## config.mk

```make
export PLATFORM = sky130hd
export DESIGN_NAME = bram_port_arbiter
export DESIGN_NICKNAME = d
export VERILOG_FILES = /design/src/rtl/bram_port_arbiter.sv
export SDC_FILE = /design/constraint.sdc
export NUM_CORES = 1
export LEC_CHECK = 0
export ABC_CLOCK_PERIOD_IN_PS = 4800
export BUFFER_PORTS_ARGS = -buffer_cell sky130_fd_sc_hd__buf_2
export CAP_MARGIN = 5
export CORE_AREA = 3 3 78 80
export CTS_BUF_LIST = sky130_fd_sc_hd__clkbuf_8
export DETAILED_ROUTE_END_ITERATION = 16
export DIE_AREA = 0 0 81 83
export PLACE_DENSITY = 0.73
export SYNTH_ARGS = -nofsm -noshare
export SYNTH_HDL_FRONTEND = slang
export SYNTH_SLANG_ARGS = --single-unit
export TNS_END_PERCENT = 30
```

## constraint.sdc

```tcl
create_clock -name CLK -period 4.8 [get_ports CLK]
set_input_delay 0.24 -clock CLK [delete_from_list [all_inputs] [get_ports CLK]]
set_output_delay 0.24 -clock CLK [all_outputs]
set_load 0.03 [all_outputs]
```

## src/rtl/bram_port_arbiter.sv

```systemverilog
// bram_port_arbiter: round-robin, burst-limited sharing of one BRAM port between two masters
// Ports: CLK/RST_N clock and sync active-low reset; req_x/addr_x/din_x/we_x master requests;
//        gnt_x port ownership; rvalid_x/rdata tagged read return; bram_* shared BRAM port;
//        sel current or last owner for the downstream mux.
module bram_port_arbiter #(
  parameter int ADDR_WIDTH = 11,
  parameter int RD_LATENCY = 1,
  parameter int BURST_MAX  = 16
) (
  input  logic                  CLK,
  input  logic                  RST_N,
  input  logic                  req_0,
  input  logic                  req_1,
  input  logic [ADDR_WIDTH-1:0] addr_0,
  input  logic [ADDR_WIDTH-1:0] addr_1,
  input  logic [31:0]           din_0,
  input  logic [31:0]           din_1,
  input  logic                  we_0,
  input  logic                  we_1,
  output logic                  gnt_0,
  output logic                  gnt_1,
  output logic                  rvalid_0,
  output logic                  rvalid_1,
  output logic [31:0]           rdata,
  input  logic [31:0]           bram_dout,
  output logic [ADDR_WIDTH-1:0] bram_addr_out,
  output logic [31:0]           bram_din_out,
  output logic                  bram_en_out,
  output logic                  bram_we_out,
  output logic                  sel
);
  localparam int BW = $clog2(BURST_MAX + 1);
  typedef enum logic [1:0] {IDLE, GNT0, GNT1} state_t;
  state_t                state;
  logic                  last_owner;
  logic                  sel_r;
  logic [BW-1:0]         bcnt;
  logic [RD_LATENCY-1:0] pv;
  logic [RD_LATENCY-1:0] po;
  logic                  own;
  logic                  req_own;
  logic                  req_oth;
  logic                  take;
  logic                  at_lim;
  logic                  pick;
  always_comb begin
    gnt_0         = state == GNT0;
    gnt_1         = state == GNT1;
    own           = gnt_1;
    req_own       = own ? req_1 : req_0;
    req_oth       = own ? req_0 : req_1;
    take          = (gnt_0 & req_0) | (gnt_1 & req_1);
    bram_en_out   = take;
    bram_we_out   = take & (own ? we_1 : we_0);
    bram_addr_out = own ? addr_1 : addr_0;
    bram_din_out  = own ? din_1 : din_0;
    at_lim        = bcnt >= BW'(BURST_MAX - 1);
    pick          = (req_0 & req_1) ? ~last_owner : req_1;
    sel           = sel_r;
    rdata         = bram_dout;
    rvalid_0      = pv[RD_LATENCY-1] & ~po[RD_LATENCY-1];
    rvalid_1      = pv[RD_LATENCY-1] & po[RD_LATENCY-1];
  end
  always_ff @(posedge CLK) begin
    if (!RST_N) begin
      state      <= IDLE;
      last_owner <= 1'b1;
      sel_r      <= 1'b0;
      bcnt       <= '0;
      pv         <= '0;
      po         <= '0;
    end else begin
      // read tags shift toward the output; the low bit takes this cycle's access
      pv <= RD_LATENCY'({pv, take & ~bram_we_out});
      po <= RD_LATENCY'({po, own});
      if (state == IDLE) begin
        if (req_0 | req_1) begin
          state      <= pick ? GNT1 : GNT0;
          last_owner <= pick;
          sel_r      <= pick;
          bcnt       <= '0;
        end
      end else begin
        if (take)
          bcnt <= at_lim ? BW'(BURST_MAX) : bcnt + 1'b1;
        // at_lim covers both reaching the limit now and already sitting at it
        if (!req_own || (req_oth && at_lim))
          state <= IDLE;
      end
    end
  end
endmodule

```

==> out/metrics.csv, run 1 <==
metric,value,unit
# hold bufs at CTS,0,
die height,83,um
syn avg cell area,9.278,sq um
TritonRoute pass-1 iters,4,
# port buffers,141,
CTS root buf,clkbuf_8,
DRC,0,
largest net degree at the start of global routing,46,
Cells after Synth,147,
Final nets,381,
first-pass GRT wire length,6403,um
r2r setup slk,2960,ps
Reg2Reg Launch Point,bcnt[0],
Mapped Area,0.001364,sq mm
R2R Path End,state[1],
"wirelength, routed",4689,um
die width,81,um
YS warnings,0,
routability cong.,0.8414,
DR WL/cell,14.38,um
RSZ-0062 raised after global routing,false,
leakage,0.0009905,uW
fin util,34.77,%
Synth Register Bits,11,
met2 Track Usage GR,22.70,%
area added between synthesis and finish,39.54,%
cts bufs inserted,3,
WP data required,4560,ps
Setup crit end kind,output pin,
Via density,4.429,
Least-Margin Pin Slew,723.0,ps
post_cts resized,0,
post-CTS setup buffer count,0,
syn_nets,273,
die area,0.006723,sq mm
skew final,3.489,ps
register area share after synthesis,16.15,%
clk sinks,11,
crit start category,register,
Pins Over Slew Limit,0,
number of synthesized flops with an enable pin,0,
site row count,27,
post-DP HPWL,4002,um
Clock Tree Buf Depth,2,
Setup Viol. Count Final,0,
share of layout cells above drive strength 1,68.90,%
Worst Reg-to-Reg Cells,7,
worst-path maximum fanout,45,
Fin. Hold Viols,0,
H-tree depth,1,
max cap viols,0,
diodes inserted,0,
vias in the first global route,1399,
CP endpoint,bram_din_out[3],
vias,1444,
Power Density,214.8,mW/mm^2
clk slew on worst S/H paths,50,ps
CTS tree,built,
initial antenna violation count,1,
ys async rst share,0,%
DRT iter0 DRCs,23,
Ports,206,
grt peak-use layer,met2,
Antenna Nets Post-Route,0,
Netlist cell types,37,
Critical Path Source,state[1],
min Tclk post-route,2235,ps
WP data arrival,2000,ps
status,"finished, final reports clean",
CP Class,reg2out,
fmax,0.4474,GHz
final setup TNS,0,ps
total grt overflow,0,
Max VDD drop,0.1171,mV
total track usage,12.07,%
Most used DFF post-synth,dfxtp_1,
grt met3 use,5.315,%
met1 usage in global routing,11.55,%
Rel. slew slack,51.80,%
starting density of the core,24.92,%
Worst-Skew Late Latency,240,ps
Hold WC Path Type,in2reg,
Final period util,46.57,%
core area,0.005473,sq mm
fill cell count,575,
## state kept, by name, summed over array words and instances (netlist names)
signal,flops
last_owner,1
state,2
sel,1
bcnt,5
po,1
pv,1
## metrics by stage
step | hold WS [ps] | setup WS (ps) | instances | total power [uW] | instance area (sq um)
2_1_floorplan | 351.3 | 2748 | 147 | 297.6 | 1364
3_3_place_gp | 462.4 | 2845 | 322 | 318.3 | 1858
3_5_place_dp | 480.1 | 2765 | 322 | 320.9 | 1858
4_1_cts | 258.5 | 2508 | 326 | 415.4 | 1903
5_1_grt | 279.4 | 2401 | 326 | 431.1 | 1903
6_report | 271.8 | 2565 | 326 | 408.8 | 1903
## critical path, stage by stage (launching register included)
cell and delay (ps):
dfxtp_1 420, inv_2 120, nor2_8 570, mux2_2 420, buf_2 180
## layout by cell type, fill, tap and decap left out
| master | instances |
|---|---|
| and3_1 | 2 |
| inv_2 | 1 |
| inv_1 | 4 |
| and3b_2 | 1 |
| a21o_2 | 1 |
| a41oi_1 | 1 |
| a22oi_1 | 1 |
| a31o_1 | 1 |
| a21oi_2 | 1 |
| dfxtp_1 | 11 |
| a22o_2 | 1 |
| nor2b_1 | 2 |
| buf_2 | 141 |
| nor2_1 | 7 |
| nor2b_4 | 1 |
| a21oi_1 | 5 |
| a311o_1 | 1 |
| a31oi_1 | 1 |
| a32oi_1 | 1 |
| nand4b_1 | 1 |
| and2_1 | 1 |
| clkinv_1 | 1 |
| mux2i_1 | 1 |
| ha_1 | 2 |
| clkbuf_8 | 3 |
| a2111oi_1 | 1 |
| nand4_1 | 1 |
| mux2_2 | 24 |
| nor3_1 | 2 |
| nor2_8 | 1 |
| nand2_1 | 7 |
| mux2_1 | 19 |
| o21ai_0 | 1 |
| nand3_1 | 2 |
| a311oi_1 | 1 |
| nand3b_1 | 2 |
## Yosys cell counts, drive strengths merged (2+ instances only)
cell	number	area share, %
mux2	43	36
buf	38	22
dfxtp	11	16
nor2	8	3.4
nand2	7	1.9
a21oi	6	2.5
inv	4	1.1
nor2b	3	1.9
and3	2	0.92
ha	2	1.8
nand3	2	0.73
nand3b	2	1.1
nor3	2	0.73
## cell families after synthesis
family                     share of synthesized area (%)
buffers and inverters                              23.48
muxes                                              36.24
adders and majority gates                          1.835
AOI/OAI and AO/OA                                  9.267
and+or+nand+nor                                    13.03
DFF                                                16.15
## power by group
part	switching (uW)	internal, uW	total, uW
Sequential	5.35	96.0	101
Combinational	130	86.2	216
Clock	35.5	56.2	91.7
Total	170	238	409
## how the worst min path moves through the flow
stage | from | endpoint | cells past startpoint | slack (ps)
global placement | sel | sel | 2 | 460
global route | RST_N | state[0] | 3 | 280
floorplan | req_1 | state[0] | 1 | 350
CTS | RST_N | state[0] | 3 | 260
finish | RST_N | state[0] | 3 | 270
detailed placement | sel | sel | 2 | 480
## layer usage
metal / share of wire (%) / wire length (um) / vias up
li1: - / - / 707
met2: 49 / 2309 / 101
met3: 14 / 646 / 5
met4: 0.87 / 41 / 2
met5: 0.28 / 13 / -
met1: 36 / 1678 / 629
## layout make-up
class                   count  area (sq um)  share of cell area [%]
flip-flops and latches     11         220.2                   11.57
well taps                  72         90.09                   4.734
multi-input cells          93         823.3                   43.26
repair buffers            141         705.7                   37.08
inverters                   5         18.77                  0.9862
clock buffers               3         41.29                   2.170
clock inverters             1         3.754                  0.1972
No activity file was read; power rests on OpenSTA's default activity.
==> inputs of run 2 (changes only) <==
--- a/config.mk
+++ b/config.mk
@@ -5,14 +5,14 @@
 export SDC_FILE = /design/constraint.sdc
 export NUM_CORES = 1
 export LEC_CHECK = 0
-export ABC_CLOCK_PERIOD_IN_PS = 4800
+export ABC_CLOCK_PERIOD_IN_PS = 1900
 export BUFFER_PORTS_ARGS = -buffer_cell sky130_fd_sc_hd__buf_2
 export CAP_MARGIN = 5
 export CORE_AREA = 3 3 78 80
 export CTS_BUF_LIST = sky130_fd_sc_hd__clkbuf_8
 export DETAILED_ROUTE_END_ITERATION = 16
 export DIE_AREA = 0 0 81 83
-export PLACE_DENSITY = 0.73
+export PLACE_DENSITY = 0.75
 export SYNTH_ARGS = -nofsm -noshare
 export SYNTH_HDL_FRONTEND = slang
 export SYNTH_SLANG_ARGS = --single-unit
==> constraint.sdc (replaced) <==
create_clock -name CLK -period 1.9 [get_ports CLK]
set_input_delay 0.095 -clock CLK [delete_from_list [all_inputs] [get_ports CLK]]
set_output_delay 0.095 -clock CLK [all_outputs]
set_load 0.03 [all_outputs]
==> run 2 against run 1 <==
Net effect:
- die area did not move
- total power rose to 2.6 times the previous value
- worst setup slack worse by 2500 ps
- wire length rose by 3.3%
- combinational power rose to 2.6 times the previous value
==> out/metrics.csv, run 2 (synthesis gave the netlist of run 1 again) <==
metric,value,unit
Antenna Nets Post-Route,0,
die height,83,um
fin util,35.62,%
clk sinks,11,
worst stage delay on the critical path,430,ps
Pins Over Slew Limit,0,
Placement Cell Area,0.001901,sq mm
max FFs per register,5,
final worst slack,87.47,ps
vias,1487,
area added between synthesis and finish,42.94,%
Worst Hold Depth,2,
Rel. slew slack,68.73,%
Clock Tree Buf Depth,2,
min Tclk post-route,1813,ps
Hold WC Path Type,in2reg,
Max VDD drop,0.4776,mV
skew final,2.975,ps
CP Class,reg2out,
H-tree depth,1,
"commonest non-fill, non-tap cell in the layout",buf_2,
site row count,27,
first-pass GRT wire length,6934,um
fill cell count,589,
initial antenna violation count,0,
leakage,0.001009,uW
starting density of the core,24.92,%
post-DP HPWL,4197,um
Power Density,544.2,mW/mm^2
die width,81,um
most flop-heavy register,bcnt,
Worst-Skew Late Latency,240,ps
top flop regs,"bcnt: 5 flops, state: 2 flops",
Final nets,383,
largest net degree at the start of global routing,26,
"commonest cells after routing, fill and taps aside","141 x buf_2, 24 x mux2_2, 19 x mux2_1, 11 x dfxtp_1",
pre-CTS WS,150.3,ps
CTS tree,built,
# hold bufs at CTS,0,
total grt overflow,0,
# port buffers,141,
total track usage,13.10,%
TritonRoute pass-1 iters,4,
Final period util,95.40,%
CP max-delay cell,dfxtp_1,
Via density,4.534,
final setup TNS,0,ps
vias in the first global route,1456,
"wirelength, routed",4845,um
core area,0.005473,sq mm
design area,0.001949,sq mm
DRT iter0 DRCs,28,
RSZ-0062 raised after global routing,false,
share of layout cells above drive strength 1,69.92,%
Setup Viol. Count Final,0,
crit start category,register,
Fin. Hold Viols,0,
cts bufs inserted,3,
Least-Margin Pin Slew,468.5,ps
CTS root buf,clkbuf_8,
WP data required,1800,ps
max cap viols,0,
fmax,0.5517,GHz
"Critical Path, Cell by Cell",inv_2 > nor2_8 > buf_12 > mux2_2 > buf_2,
DR WL/cell,14.77,um
Setup crit end kind,output pin,
die area,0.006723,sq mm
clk slew on worst S/H paths,50,ps
status,"finished, final reports clean",
WP data arrival,1720,ps
routability cong.,0.8324,
Worst Reg-to-Reg Cells,7,
worst-path maximum fanout,25,
diodes inserted,0,
Ports,206,
DRC,0,
-- run 2: cell count changes in the layout (fill, tap and decap cells not counted), sizes merged --
cell  delta
buf      +2
-- run 2: timing repair --
item	4_1_cts	5_1_grt
endpoints found under the setup margin	0	1
gates resized for setup	0	1
setup buffers	0	0
-- run 2: path summary, 6_finish.rpt --
kind / start / slack [ps] / endpoint
min: req_1 / 130 / state[0]
max reg2reg: bcnt[0] / 120 / state[1]
max: state[1] / 90 / bram_din_out[4]
min reg2reg: bcnt[1] / 490 / bcnt[1]
-- run 2: cell type report --
| cell class | count | area, sq um | area share [%] |
|---|---|---|---|
| Clock buffer | 3 | 41.29 | 2.118 |
| Clock inverter | 1 | 3.754 | 0.1926 |
| Inverter | 5 | 18.77 | 0.9628 |
| Multi-Input combinational cell | 93 | 829.5 | 42.55 |
| Sequential cell | 11 | 220.2 | 11.30 |
| Tap cell | 72 | 90.09 | 4.621 |
| Timing Repair Buffer | 143 | 745.7 | 38.25 |
-- run 2: where the power goes --
| group | internal [uW] | switching (uW) | leakage [uW] |
|---|---|---|---|
| sequential | 242 | 14.2 | 0.0000898 |
| clock | 143 | 95.6 | 0.0000269 |
| combinational | 231 | 336 | 0.000892 |
-- run 2: metal layers --
metal	track usage, %	up-vias	share of wire [%]
li1	-	708	-
met1	12.84	659	34
met2	24.57	111	51
met3	4.772	9	13
met4	4.301	0	2.2
met5	0	-	0
-- run 2: metrics by stage --
stage	instances	power, uW	hold slack (ps)
2_1_floorplan	147	752.4	206.3
3_3_place_gp	324	819.6	190.2
3_5_place_dp	324	829.7	190.2
4_1_cts	328	1069	125.8
5_1_grt	328	1122	145.0
6_report	328	1061	132.1
-- run 2: critical path, delay by kind of cell (launching register included) --
| kind | cells | cell delay (ps) |
|---|---|---|
| flip-flops | 1 | 430 |
| AND/OR/NAND/NOR | 1 | 150 |
| multiplexers | 1 | 360 |
| buffers and inverters | 3 | 500 |
==> inputs of run 3 (changes only) <==
--- a/config.mk
+++ b/config.mk
@@ -8,11 +8,13 @@
 export ABC_CLOCK_PERIOD_IN_PS = 1900
 export BUFFER_PORTS_ARGS = -buffer_cell sky130_fd_sc_hd__buf_2
 export CAP_MARGIN = 5
-export CORE_AREA = 3 3 78 80
+export CELL_PAD_IN_SITES_DETAIL_PLACEMENT = 1
+export CELL_PAD_IN_SITES_GLOBAL_PLACEMENT = 2
+export CORE_MARGIN = 3
+export CORE_UTILIZATION = 12
 export CTS_BUF_LIST = sky130_fd_sc_hd__clkbuf_8
 export DETAILED_ROUTE_END_ITERATION = 16
-export DIE_AREA = 0 0 81 83
-export PLACE_DENSITY = 0.75
+export PLACE_DENSITY = 0.83
 export SYNTH_ARGS = -nofsm -noshare
 export SYNTH_HDL_FRONTEND = slang
 export SYNTH_SLANG_ARGS = --single-unit
==> run 3 against run 2 <==
Net effect:
- total power down 1.6%
- combinational power barely moved
- die area is 89% higher
- design area rose by 4.6%
- worst setup slack improved by 75 ps
- critical endpoint is now state[1]
- worst hold slack lost 0.73 ps
- largest cell class unchanged
==> out/metrics.csv, run 3 (synthesis gave the netlist of run 1 again) <==
metric,value,unit
Fin. Hold Viols,0,
fill cell count,1376,
most flop-heavy register,bcnt,
total track usage,6.988,%
diodes inserted,0,
Int Power,615.9,uW
Via density,3.751,
post-CTS setup buffer count,0,
DR WL/cell,12.42,um
share of layout cells above drive strength 1,70.04,%
post-DP HPWL,4337,um
clk sinks,11,
Clock Tree Buf Depth,2,
die width,112.6,um
Hold WC Path Type,in2reg,
Ports,206,
"wirelength, routed",4931,um
Seq pwr share,24.4,%
# port buffers,141,
switching part of the total power,40.99,%
Clock Power Share,21.5,%
CP max-delay cell,a2111oi_1,
initial antenna violation count,0,
worst-path maximum fanout,5,
vias,1489,
Power Density,511.8,mW/mm^2
CTS root buf,clkbuf_8,
"commonest cells after routing, fill and taps aside","141 x buf_2, 24 x mux2_2, 19 x mux2_1, 10 x dfxtp_1",
WP data required,2080,ps
fin util,18.57,%
"Critical Path, Cell by Cell",ha_1 > and3_1 > ha_1 > nor2_1 > nand2_1 > a2111oi_1 > a31o_1,
max FFs per register,5,
first-pass GRT wire length,7410,um
Rel. slew slack,72.91,%
CTS tree,built,
die area,0.01268,sq mm
Setup crit end kind,register,
crit start category,register,
largest net degree at the start of global routing,25,
DRT iter0 DRCs,10,
fmax,0.5755,GHz
Max VDD drop,0.3757,mV
top flop regs,"bcnt: 5 flops, state: 2 flops",
DRC,0,
routability cong.,0.7452,
site row count,38,
status,"finished, final reports clean",
leakage,0.001013,uW
Worst-Skew Late Latency,240,ps
TritonRoute pass-1 iters,4,
Final period util,91.45,%
NetSw,427.9,uW
RSZ-0062 raised after global routing,false,
CP Class,reg2reg,
total grt overflow,0,
cts bufs inserted,3,
Setup Viol. Count Final,0,
most frequent CP cell,ha_1,
skew final,3.385,ps
area of the multi-input gates,825.8,sq um
core area,0.01098,sq mm
max cap viols,0,
"commonest non-fill, non-tap cell in the layout",buf_2,
min Tclk post-route,1738,ps
register area,221.5,sq um
Finished Layout Cells,397,
placed cells,393,
H-tree depth,1,
area added between synthesis and finish,49.54,%
die height,112.6,um
worst stage delay on the critical path,390,ps
final setup TNS,0,ps
Final nets,384,
combinational share of power,54.1,%
Antenna Nets Post-Route,0,
WP data arrival,1920,ps
starting density of the core,12.42,%
Pins Over Slew Limit,0,
clk slew on worst S/H paths,50,ps
vias in the first global route,1516,
Least-Margin Pin Slew,406.4,ps
-- run 3: final timing paths --
kind,cells past startpoint,slack [ps],startpoint,end
worst max register to register,7,160,bcnt[0],state[1]
worst max-delay path,7,160,bcnt[0],state[1]
worst min register to register,2,510,bcnt[1],bcnt[1]
worst min-delay path,2,130,RST_N,state[1]
-- run 3: repair_timing --
action	4_1_cts	5_1_grt
hold buffers	0	0
gates resized for setup	0	1
setup endpoints to repair	0	1
-- run 3: power by group through the flow --
stage                     Sequential, uW  Clock, uW  Combinational [uW]
final                                255        224                 565
after floorplan                      258          0                 495
after global placement               258          0                 563
after CTS                            254        235                 577
after detailed placement             259          0                 574
after global routing                 256        251                 607
-- run 3: metal layers --
metal,share of wire [%],up-vias,wire (um),GRT usage (%)
met5,0,-,0,0
met4,0.55,0,27,1.122
li1,-,709,-,-
met1,38,681,1876,7.820
met3,12,8,570,2.426
met2,50,91,2456,12.91
-- run 3: worst max-delay path, delay by kind of cell, from the launching register on --
kind,cells,cell delay (ps)
AOI/OAI and AO/OA,2,530
and+or+nand+nor,3,420
adders and majority gates,2,400
DFF,1,340
-- run 3: cell type report --
class / count / area share, %
multi-input combinational: 93 / 40.49
timing repair buffer: 144 / 36.93
sequential: 11 / 10.86
clock buffer: 3 / 2.025
clock inverter: 1 / 0.1840
tap: 140 / 8.589
inverter: 5 / 0.9202
-- run 3: through the flow --
step	setup WS, ps	cell area (sq um)	total power [uW]	hold slack (ps)
2_1_floorplan	191.1	1366	752.4	206.3
3_3_place_gp	190.4	1993	820.9	190.2
3_5_place_dp	152.2	1993	832.5	190.2
4_1_cts	54.65	2038	1066	126.3
5_1_grt	43.60	2039	1114	139.9
6_report	162.4	2039	1044	131.3
